<file path="src/rtl/fsm_controller_multi.sv">
// fsm_controller_multi
//   Multi-channel controller for the ring-oscillator temperature sensor.
//   It decodes UART command bytes, selects a measurement channel, and enables the
//   measurement. It then serialises the result frame to the UART transmitter. The
//   bytes are paced by the transmitter's tx_busy handshake plus a gap timer.
//
//   Command byte: [7:6] opcode (00 continuous, 01 single-shot, 11 stop,
//   10 invalid); [CH_W-1:0] channel; the bits in between are ignored.
//
//   Optional build macro FRAME_HEADER_EN: each frame starts with a header byte
//   selected by send_sel = NUM_BYTES, followed by data bytes 0..NUM_BYTES-1.
//
// Ports
//   clk        system clock
//   reset      synchronous, active-high reset
//   rx_ready   one-cycle pulse, rx_data valid
//   rx_data    received command byte
//   sum_ready  measurement result valid (level or pulse)
//   tx_busy    UART transmitter busy
//   sum_en     measurement enable (WAIT_SUM only)
//   ch_sel     active channel index, stable for a whole frame
//   tx_send    one-cycle byte-send strobe
//   send_sel   result byte selector for the datapath mux
//   busy       high whenever the controller is not idle
//   cmd_err    one-cycle pulse when an invalid command is decoded
//
// Handshake: a byte is launched by a one-cycle tx_send. The transmitter
// acknowledges by raising tx_busy, and it finishes by dropping tx_busy. If
// tx_busy never rises within ACK_TIMEOUT cycles, the byte is dropped and the
// frame continues.
module fsm_controller_multi #(
    parameter int NUM_CH      = 4,
    parameter int CH_W        = 2,
    parameter int NUM_BYTES   = 3,
    parameter int SEL_W       = 3,
    parameter int GAP_CYCLES  = 100,
    parameter int ACK_TIMEOUT = 1000
) (
    input  logic             clk,
    input  logic             reset,
    input  logic             rx_ready,
    input  logic [7:0]       rx_data,
    input  logic             sum_ready,
    input  logic             tx_busy,
    output logic             sum_en,
    output logic [CH_W-1:0]  ch_sel,
    output logic             tx_send,
    output logic [SEL_W-1:0] send_sel,
    output logic             busy,
    output logic             cmd_err
);

    typedef enum logic [2:0] {
        IDLE, DECODE, WAIT_SUM, SEND, WAIT_ACK, WAIT_DONE, GAP
    } state_t;

    localparam logic [15:0]      GAP_LAST = 16'(GAP_CYCLES - 1);
    localparam logic [15:0]      ACK_LAST = 16'(ACK_TIMEOUT - 1);
    localparam logic [SEL_W-1:0] LAST_IDX = SEL_W'(NUM_BYTES - 1);
`ifdef FRAME_HEADER_EN
    localparam logic [SEL_W-1:0] FIRST_IDX = SEL_W'(NUM_BYTES);
`else
    localparam logic [SEL_W-1:0] FIRST_IDX = '0;
`endif

    state_t           state, state_next;
    logic [7:0]       cmd_q, cmd_next;
    logic             pend_valid, pend_valid_next;
    logic [7:0]       pend_q, pend_next;
    logic [CH_W-1:0]  ch_q, ch_next;
    logic             single_q, single_next;
    logic [SEL_W-1:0] idx_q, idx_next;
    logic [15:0]      timer_q;

    // Command decode of the captured byte.
    logic [1:0]      opcode;
    logic [CH_W-1:0] cmd_ch;
    logic            ch_ok, cmd_start, cmd_stop;
    logic [7:0]      unused_cmd_bits;

    assign opcode    = cmd_q[7:6];
    assign cmd_ch    = cmd_q[CH_W-1:0];
    assign ch_ok     = {1'b0, cmd_ch} < (CH_W + 1)'(NUM_CH);
    assign cmd_start = (opcode == 2'b00 || opcode == 2'b01) && ch_ok;
    assign cmd_stop  = (opcode == 2'b11);
    // The middle command bits are don't-care.
    assign unused_cmd_bits = cmd_q;

    always_ff @(posedge clk) begin
        if (reset) begin
            state      <= IDLE;
            cmd_q      <= '0;
            pend_valid <= 1'b0;
            pend_q     <= '0;
            ch_q       <= '0;
            single_q   <= 1'b0;
            idx_q      <= '0;
            timer_q    <= '0;
        end else begin
            state      <= state_next;
            cmd_q      <= cmd_next;
            pend_valid <= pend_valid_next;
            pend_q     <= pend_next;
            ch_q       <= ch_next;
            single_q   <= single_next;
            idx_q      <= idx_next;
            // Timer restarts on every state change and saturates.
            if (state_next != state)
                timer_q <= '0;
            else if (timer_q != 16'hFFFF)
                timer_q <= timer_q + 16'd1;
        end
    end

    always_comb begin
        state_next      = state;
        cmd_next        = cmd_q;
        pend_valid_next = pend_valid;
        pend_next       = pend_q;
        ch_next         = ch_q;
        single_next     = single_q;
        idx_next        = idx_q;
        sum_en          = 1'b0;
        tx_send         = 1'b0;
        send_sel        = '0;
        cmd_err         = 1'b0;

        // While a frame is in flight, commands wait in a one-deep register.
        // A newer byte replaces an older one.
        if (rx_ready && (state == SEND || state == WAIT_ACK ||
                         state == WAIT_DONE || state == GAP)) begin
            pend_valid_next = 1'b1;
            pend_next       = rx_data;
        end

        case (state)
            IDLE: begin
                if (rx_ready) begin
                    cmd_next   = rx_data;
                    state_next = DECODE;
                end
            end
            DECODE: begin
                if (cmd_start) begin
                    ch_next     = cmd_ch;
                    single_next = opcode[0];
                    idx_next    = FIRST_IDX;
                    state_next  = WAIT_SUM;
                end else begin
                    cmd_err    = !cmd_stop;
                    state_next = IDLE;
                end
            end
            WAIT_SUM: begin
                sum_en = 1'b1;
                // A new command wins over a simultaneous result.
                if (rx_ready) begin
                    cmd_next   = rx_data;
                    state_next = DECODE;
                end else if (sum_ready) begin
                    state_next = SEND;
                end
            end
            SEND: begin
                tx_send    = 1'b1;
                send_sel   = idx_q;
                state_next = WAIT_ACK;
            end
            WAIT_ACK: begin
                send_sel = idx_q;
                if (tx_busy)
                    state_next = WAIT_DONE;
                else if (timer_q == ACK_LAST)
                    state_next = GAP;
            end
            WAIT_DONE: begin
                send_sel = idx_q;
                if (!tx_busy)
                    state_next = GAP;
            end
            GAP: begin
                send_sel = idx_q;
                if (timer_q == GAP_LAST) begin
`ifdef FRAME_HEADER_EN
                    if (idx_q == FIRST_IDX) begin
                        idx_next   = '0;
                        state_next = SEND;
                    end else
`endif
                    if (idx_q < LAST_IDX) begin
                        idx_next   = idx_q + 1'b1;
                        state_next = SEND;
                    end else if (pend_valid || rx_ready) begin
                        // A byte arriving this very cycle is the newest command.
                        cmd_next        = rx_ready ? rx_data : pend_q;
                        pend_valid_next = 1'b0;
                        state_next      = DECODE;
                    end else if (!single_q) begin
                        idx_next   = FIRST_IDX;
                        state_next = WAIT_SUM;
                    end else begin
                        state_next = IDLE;
                    end
                end
            end
            default: state_next = IDLE;
        endcase
    end

    assign ch_sel = ch_q;
    assign busy   = (state != IDLE);

endmodule

</file>
<file path="config.mk">
export PLATFORM = sky130hd
export DESIGN_NAME = fsm_controller_multi
export DESIGN_NICKNAME = d
export VERILOG_FILES = /design/src/rtl/fsm_controller_multi.sv
export SDC_FILE = /design/constraint.sdc
export NUM_CORES = 1
export LEC_CHECK = 0
export ABC_AREA = 1
export CELL_PAD_IN_SITES_DETAIL_PLACEMENT = 0
export CELL_PAD_IN_SITES_GLOBAL_PLACEMENT = 1
export CORE_MARGIN = 4
export CORE_UTILIZATION = 39
export CTS_BUF_LIST = sky130_fd_sc_hd__clkbuf_16
export DETAILED_ROUTE_END_ITERATION = 8
export PLACE_DENSITY = 0.79
export SLEW_MARGIN = 25
export SYNTH_ARGS = -nofsm -noshare
export SYNTH_HDL_FRONTEND = slang
export SYNTH_SLANG_ARGS = --single-unit
</file>
<file path="constraint.sdc">
create_clock -name clk -period 2.3 [get_ports clk]
set_clock_uncertainty 0.05 [all_clocks]
set_input_delay 0.23 -clock clk [delete_from_list [all_inputs] [get_ports clk]]
set_output_delay 0.23 -clock clk [all_outputs]
set_load 0.01 [all_outputs]
</file>
=== Yosys cells after proc, flatten, opt, wreduce, memory -nomap -nowiden ===
Cells that the tools add are included.
Widths: inputs -> output; s select.

* $add $sub $neg: 2
* Mux-type cells: 34
* Reductions and logical operators: 18
* Magnitude comparators: 1
* Equality and inequality tests: 19

{| class="wikitable"
|+ Operators by type and width
! kind !! number
|-
| $mux 8 || 5
|-
| $mux 3 || 13
|-
| $pmux 3 s7 || 1
|-
| $add 16x1->16 const B || 1
|-
| $eq 16x10->1 const B || 1
|-
| $eq 16x7->1 const B || 1
|-
| $ne 16x16->1 const B || 1
|-
| $pmux 8 s2 || 1
|-
| $reduce_and 5->1 || 2
|-
| $eq 3x3->1 const B || 3
|-
| $mux 1 || 9
|-
| $mux 2 || 4
|-
| $eq 3x2->1 const B || 2
|-
| $ne 2x1->1 const B || 3
|-
| $pmux 3 s2 || 1
|-
| $logic_or 1x1->1 || 5
|-
| $ne 2x2->1 const B || 2
|-
| $reduce_bool 2->1 || 2
|-
| $reduce_or 2->1 || 2
|-
| $reduce_or 4->1 || 1
|-
| $add 3x1->3 const B || 1
|-
| $eq 3x1->1 const B || 1
|-
| $logic_not 3->1 || 1
|-
| $lt 3x2->1 const B || 1
|-
| 10 further kinds || 10
|}

* Logic and storage cells: 82
* Flip-flop bits (word level): 42
* Output and inout bits: 9
* Input port bits: 13

=== Logic depth before layout (Yosys ltp) ===
Gate-level depths: netlist of run 1.

* Depth in word-level cells: 10
* Depth in mapped cells: 12
* Mapped depth without buffers: 11

=== Least setup slack after synthesis of run 1 ===
No wires, ideal clock.

* Path type: register to register
* Start: register timer_q[0]
* End: register timer_q[11]
* Data required time: 2.134 ns
* Clock period less this slack: 1.671 ns
* Slack: 0.629 ns
* Arrival: 1.505 ns
* Cell stages (with the launch flop): 12
* Cells stage by stage: dfxtp_1 -> ha_1 -> nand2_1 -> inv_1 -> nand2_1 -> nor2_1 -> nand2_1 -> nor2_2 -> inv_1 -> nand3_1 -> xor2_1 -> nor2_1

* Cells in the longest elaborated chain, start to end: 6

{| class="wikitable"
|+ RTL lines
! item !! line !! RTL
|-
| start: declaration || 73 || <nowiki>logic [15:0] timer_q;</nowiki>
|-
| start signal: assignment || 111 || <nowiki>timer_q <= timer_q + 16'd1;</nowiki>
|-
| $eq 16x10->1 || 173 || <nowiki>else if (timer_q == ACK_LAST)</nowiki>
|-
| $mux 3 || 173 ||
|-
| $mux 3 || 171 || <nowiki>if (tx_busy)</nowiki>
|-
| $pmux 3 s7 || 136 || <nowiki>case (state)</nowiki>
|-
| $ne 3x3->1 || 108 || <nowiki>if (state_next != state)</nowiki>
|-
| $reduce_or 2->1 (no line) || -- ||
|}

Parallel ways exist; a longest one is shown, timed or not.
A chain may end at the register's enable or synchronous reset.

=== Worst setup path in the final report of run 1 ===
* Start: register state[1]
* End: output send_sel[2]

* Cells in the longest elaborated chain, start to end: 3

{| class="wikitable"
|+ RTL lines
! item !! line !! RTL
|-
| start: declaration || 66 || <nowiki>state_t state, state_next;</nowiki>
|-
| start signal: assignment || 100 || <nowiki>state <= state_next;</nowiki>
|-
| $eq 3x2->1 / $eq 3x3->1 (equally long branches) || 136 ||
|-
| $reduce_or 4->1 (no line) * || -- ||
|-
| $mux 3 * || 136 ||
|-
| end: declaration || 48 || <nowiki>output logic [SEL_W-1:0] send_sel,</nowiki>
|}

Mark *: on every way between the ends. The rest lies on a longest branch, timed or not.

==> reports/metrics.cfg, run 1 <==
[setup_path]
critPathKind=reg2out
critPathMaxFanout=5
slowest_delay_ns=0.54
cp_top_family=buffers and inverters
critPathSlowestCell=clkdlybuf4s50_1
end_kind=output port
critPathRequiredTime_ns=2.02
crit_path_cell_trace=inv_2 -> nand2_2 -> nor2_2 -> nor3_1 -> buf_4 -> nor2_1 -> clkdlybuf4s50_1
cp-start-kind=register
arrival_ns=1.83
path_buf_inv=3

[timing]
fin_ws_ns=0.186
fin_tns_setup_ns=0
hold_violations=0
tightestPinTransition_ns=0.442
finalSetupViolCount=0
fmax_mhz=473
min_period_ns=2.11
drv_slew=0
fin_crit_sh=0.919
holdWs_ns=0.404
slew_headroom=0.704
rsz0062_at_grt=false

[clock_network]
worstSkewPairLatency_ns=0.28
postCtsSetupBuffers=0
cts-root-buf=clkbuf_16
h-tree-depth=2
clk_pin_slew_worst_paths_ns=0.05
cts.sinks=34
cts_made_buffers=5
cts_tree=built
cts_buffer_depth=2

[placed_design]
dpl.hpwl_um=3040
globalplace.congestion=0.819
dpl_worst_slack_ns=0.280
placed_cells=338
io_buffers=17

[route]
vias=1654
drt_iter0_markers=84
wl_per_cell_um=11.4
via_per_inst=4.78
dr.pass1.iters=4
totalWireLength_um=3940
ant_nets=0
drc=0

[hold_path]
worstHoldPathType=reg2reg

[cells_and_area]
area_growth_pct=19.4
antenna_cells=0
fin_nets=308
drive_gt1_frac=0.0884
final_cells=346

[logic_synthesis]
synth_warnings=0
synth_seq_area_share=0.367
synth.distinct_cells=27
synthCells=270
synth_fp_nets=285
syn_area_sq_um=1850
ys_seq_elements=34
syn-mean-instance-area_sq_um=6.87

[global_route]
grt_usage=0.142
grt_pass1_wl_um=6780
grt_max_degree=17
grt_remaining_overflow=0
antenna_found_initial=0
grt_pass1_vias=1548

[power_and_ir_drop]
leakagePower_uw=0.000955
vdd_drop_max_uv=424
p_per_area_nw_per_um2=649

[floorplan]
die_height_um=77.0
rows=24
ios=22
core_sq_um=4470
start_util=0.414
die_w_um=77.0
dieArea_sq_um=5920

[status]
outcome=finished clean

[flow_run]
drv_cap=0

routing by layer:
metal / track usage / vias to the layer above / share of wire
met4: 0.0543 / 0 / 0.014
met3: 0.0386 / 7 / 0.035
met1: 0.196 / 716 / 0.53
met2: 0.209 / 24 / 0.42
li1: - / 907 / -
met5: 0 / - / 0
kinds of logic after synthesis:
| kind of cell | synth area share |
|---|---|
| adders and majority gates | 0.0135 |
| xor gates and xnor gates | 0.0567 |
| and+or+nand+nor | 0.354 |
| DFF | 0.367 |
| buffers and inverters | 0.0843 |
| AOI/OAI and AO/OA | 0.0945 |
| muxes | 0.0297 |
repair_timing:
item                                    in CTS  in global routing
hold buffers                                 0                  0
endpoints found under the setup margin       0                  3
gates resized for setup                      0                  1
registers in the layout, indices dropped and copies added, names as in the netlist:
register,flops
single_q,1
ch_sel,2
cmd_q,4
state,3
pend_valid,1
idx_q,3
pend_q,4
timer_q,16
power by group:
part           internal, uW  switching (uW)
clock                   389             239
combinational          70.4            98.8
sequential              619            21.0
total                  1080             359
final timing paths:
| check | end | start | slack, ns | cells past startpoint |
|---|---|---|---|---|
| worst max-delay path | send_sel[2] | state[1]$_SDFF_PP0_ | 0.19 | 7 |
| worst min-delay path | cmd_q[1]$_SDFFE_PP0P_ | cmd_q[1]$_SDFFE_PP0P_ | 0.40 | 2 |
| worst max register to register | timer_q[11]$_SDFFE_PP0P_ | timer_q[0]$_SDFFE_PP0P_ | 0.37 | 11 |
| worst min register to register | cmd_q[1]$_SDFFE_PP0P_ | cmd_q[1]$_SDFFE_PP0P_ | 0.40 | 2 |
cells in the final DEF (no fill, tap or decap), drive strengths merged, types with 4 or more instances in the layout:
master / n
nand4: 6
nand2: 47
nand3: 15
dfxtp: 34
nor2: 73
mux2: 4
xor2: 8
inv: 34
clkbuf: 5
o21ai: 16
a21oi: 16
xnor2: 4
clkdlybuf4s50: 17
synthesized netlist by cell type:
| library cell | instances | area, sq um |
|---|---|---|
| a21oi_1 | 16 | 80.1 |
| nor3_1 | 3 | 15.0 |
| clkbuf_8 | 1 | 13.8 |
| mux2_2 | 4 | 45.0 |
| o21ai_0 | 16 | 80.1 |
| ha_1 | 2 | 25.0 |
| xnor2_1 | 4 | 35.0 |
| dfxtp_1 | 34 | 681 |
| nand4_4 | 1 | 21.3 |
| xor2_1 | 8 | 70.1 |
| nand2_1 | 45 | 169 |
| buf_6 | 1 | 11.3 |
| mux2i_1 | 1 | 10.0 |
| nor2_2 | 4 | 25.0 |
| inv_1 | 30 | 113 |
| nand4_1 | 5 | 31.3 |
| nand3_4 | 1 | 17.5 |
| clkbuf_1 | 1 | 3.75 |
| inv_2 | 4 | 15.0 |
| nor2_1 | 68 | 255 |
| nor4_4 | 1 | 21.3 |
| a311oi_1 | 1 | 8.76 |
| nand3_1 | 14 | 70.1 |
| a31oi_1 | 1 | 6.26 |
| nor3b_1 | 1 | 7.51 |
| nor2_4 | 1 | 11.3 |
| nand2_2 | 2 | 12.5 |
worst register-to-register path, cell delays in order (launching register included):
cell     delay, ns
dfxtp_1       0.36
ha_1          0.26
nand2_1       0.10
inv_1         0.06
nand2_1       0.10
nor2_1        0.20
nand2_1       0.13
nor2_2        0.17
inv_1         0.10
nand3_1       0.09
xor2_1        0.15
nor2_1        0.06
metrics by stage:
step	power, uW	util	area (sq um)
2_1_floorplan	764	-	1850
5_1_grt	1510	0.495	2210
3_5_place_dp	823	0.464	2080
6_report	1440	0.495	2210
3_3_place_gp	820	0.464	2080
4_1_cts	1460	0.494	2210
final cells by class:
class	count	area, sq um
clock inverter	3	11.3
sequential	34	682
timing repair buffer	19	185
tap	52	65.1
fill	482	2260
clock buffer	5	125
inverter	34	128
multi-input combinational	199	1020
Note: power is estimated with default switching activity, not from simulation.
==> inputs of run 2 (changes only) <==
--- a/config.mk
+++ b/config.mk
@@ -9,10 +9,10 @@
 export CELL_PAD_IN_SITES_DETAIL_PLACEMENT = 0
 export CELL_PAD_IN_SITES_GLOBAL_PLACEMENT = 1
 export CORE_MARGIN = 4
-export CORE_UTILIZATION = 39
+export CORE_UTILIZATION = 35
 export CTS_BUF_LIST = sky130_fd_sc_hd__clkbuf_16
 export DETAILED_ROUTE_END_ITERATION = 8
-export PLACE_DENSITY = 0.79
+export PLACE_DENSITY = 0.72
 export SLEW_MARGIN = 25
 export SYNTH_ARGS = -nofsm -noshare
 export SYNTH_HDL_FRONTEND = slang
==> run 2 against run 1 <==
  * First-iteration DRC count grew 33%
  * Critical path depth shrank 1
  * Clock power grew 23%
  * Combinational power is essentially flat
  * Power grew 10%
  * Clock-buffer cell count is the same
  * Design area grew 2.8%
  * Hold slack gained 0.0048 ns
  * Fmax shrank 2.2%
  * Via count shrank 0.12%
  * Critical endpoint unchanged
==> reports/metrics.cfg, run 2 (synthesis results as in run 1) <==
[cells_and_area]
fillers=550
final_cell_mix=68 x nor2_1, 45 x nand2_1, 34 x dfxtp_1, 30 x inv_1, 17 x clkdlybuf4s50_1
drive_gt1_frac=0.0983
antenna_cells=0
final_area_sq_um=2280
area_growth_pct=22.7
fin_nets=309
top_regs=timer_q x16, cmd_q x4, pend_q x4
largest_reg_flops=16
regMostFlops=timer_q
layout_commonest_cell=nor2_1

[clock_network]
postCtsSetupBuffers=0
worstSkewPairLatency_ns=0.28
cts_buffer_depth=2
clk_pin_slew_worst_paths_ns=0.06
cts_tree=built
cts_resized=0
hold_buffers=0
cts_made_buffers=5
cts-root-buf=clkbuf_16
cts.sinks=34
h-tree-depth=2

[setup_path]
crit_path_cell_trace=inv_1 -> nor2_2 -> nor3_1 -> buf_4 -> nor2_1 -> clkdlybuf4s50_1
end_kind=output port
critPathMaxFanout=6
rr_worst_depth=9
cp-start-kind=register
reg2reg_to=timer_q[14]$_SDFFE_PP0P_
r2r_start=timer_q[0]$_SDFFE_PP0P_
critPathKind=reg2out
slowest_delay_ns=0.54
critPathRequiredTime_ns=2.02
critPathSlowestCell=clkdlybuf4s50_1
rrSetupSlack_ns=0.34
arrival_ns=1.88

[placed_design]
place_area_sq_um=2110
globalplace.congestion=0.775
dpl.hpwl_um=3040
io_buffers=17

[route]
via_per_inst=4.53
ant_nets=0
totalWireLength_um=4040
drt_iter0_markers=112
vias=1652
drc=0
dr.pass1.iters=4
wl_per_cell_um=11.1

[timing]
fmax_mhz=463
fin_tns_setup_ns=0
finalSetupViolCount=0
fin_crit_sh=0.940
rsz0062_at_grt=false
slew_headroom=0.681
hold_violations=0
tightestPinTransition_ns=0.477
min_period_ns=2.16
drv_slew=0

[floorplan]
ios=22
core_sq_um=5110
rows=26
start_util=0.363
dieArea_sq_um=6530
die_w_um=80.8
die_height_um=80.8

[flow_run]
drv_cap=0

[power_and_ir_drop]
leakagePower_uw=0.000969
p_per_area_nw_per_um2=696
power_frac_seq=0.403
vdd_drop_max_uv=598
intPower_uw=1200
p_comb_frac=0.107
power_switching_share=0.243
p_switching_uw=385
power_uw=1580
clkPwrFrac=0.489

[hold_path]
worstHoldStart=cmd_q[1]$_SDFFE_PP0P_
hold_depth=2
holdPathEnd=cmd_q[1]$_SDFFE_PP0P_
worstHoldPathType=reg2reg

[global_route]
grt_max_degree=17
grt_remaining_overflow=0
grt_pass1_wl_um=6930
grt_pass1_vias=1517
antenna_found_initial=0
grt_usage=0.138

[status]
outcome=finished clean

-- run 2: changes by cell type in the layout (fill, tap and decap cells not counted), sizes merged --
cell / change
bufinv: +1
clkinv: -3
buf: +1
clkinvlp: +2
-- run 2: stage by stage --
step           cells  hold slack [ns]   util  setup WS [ns]
3_5_place_dp     357            0.399  0.412          0.287
3_3_place_gp     357            0.399  0.412          0.282
2_1_floorplan    270            0.249      -          0.629
4_1_cts          365            0.412  0.446          0.130
6_report         365            0.409  0.446          0.139
5_1_grt          365            0.439  0.446        0.00736
-- run 2: worst max path at each step --
stage          slack [ns]                        to                     from
2_1_floorplan        0.63  timer_q[11]$_SDFFE_PP0P_  timer_q[0]$_SDFFE_PP0P_
3_3_place_gp         0.28     idx_q[0]$_SDFFE_PP0P_                 rx_ready
3_5_place_dp         0.29     idx_q[0]$_SDFFE_PP0P_                 rx_ready
4_1_cts              0.13               send_sel[2]      state[2]$_SDFF_PP0_
5_1_grt             0.007               send_sel[2]      state[2]$_SDFF_PP0_
6_report             0.14               send_sel[2]      state[2]$_SDFF_PP0_
-- run 2: layout make-up --
class,count,area (sq um),share of cell area
Clock buffer,5,125,0.0550
Clock inverter,3,45.0,0.0198
Inverter,34,128,0.0561
Multi-Input combinational cell,199,1020,0.447
Sequential cell,34,681,0.299
Tap cell,70,87.6,0.0385
Timing Repair Buffer,20,193,0.0847
-- run 2: metal layers --
metal,up-vias,GRT usage,routed length [um]
met5,-,0,0
met4,0,0.0422,50
met3,5,0.0432,197
met2,23,0.200,1660
met1,710,0.194,2130
li1,914,-,-
-- run 2: power by group through the flow --
stage | combinational (uW) | clock (uW) | sequential [uW]
after floorplan | 116 | 0 | 648
after global placement | 171 | 0 | 651
after detailed placement | 172 | 0 | 651
after CTS | 173 | 785 | 639
after global routing | 197 | 810 | 643
final | 170 | 776 | 639
-- run 2: worst max-delay path, delay by kind of cell (launching register included) --
| kind | cells | cell delay, ns |
|---|---|---|
| buffers and inverters | 3 | 0.80 |
| flip-flops | 1 | 0.47 |
| AND/OR/NAND/NOR | 3 | 0.35 |
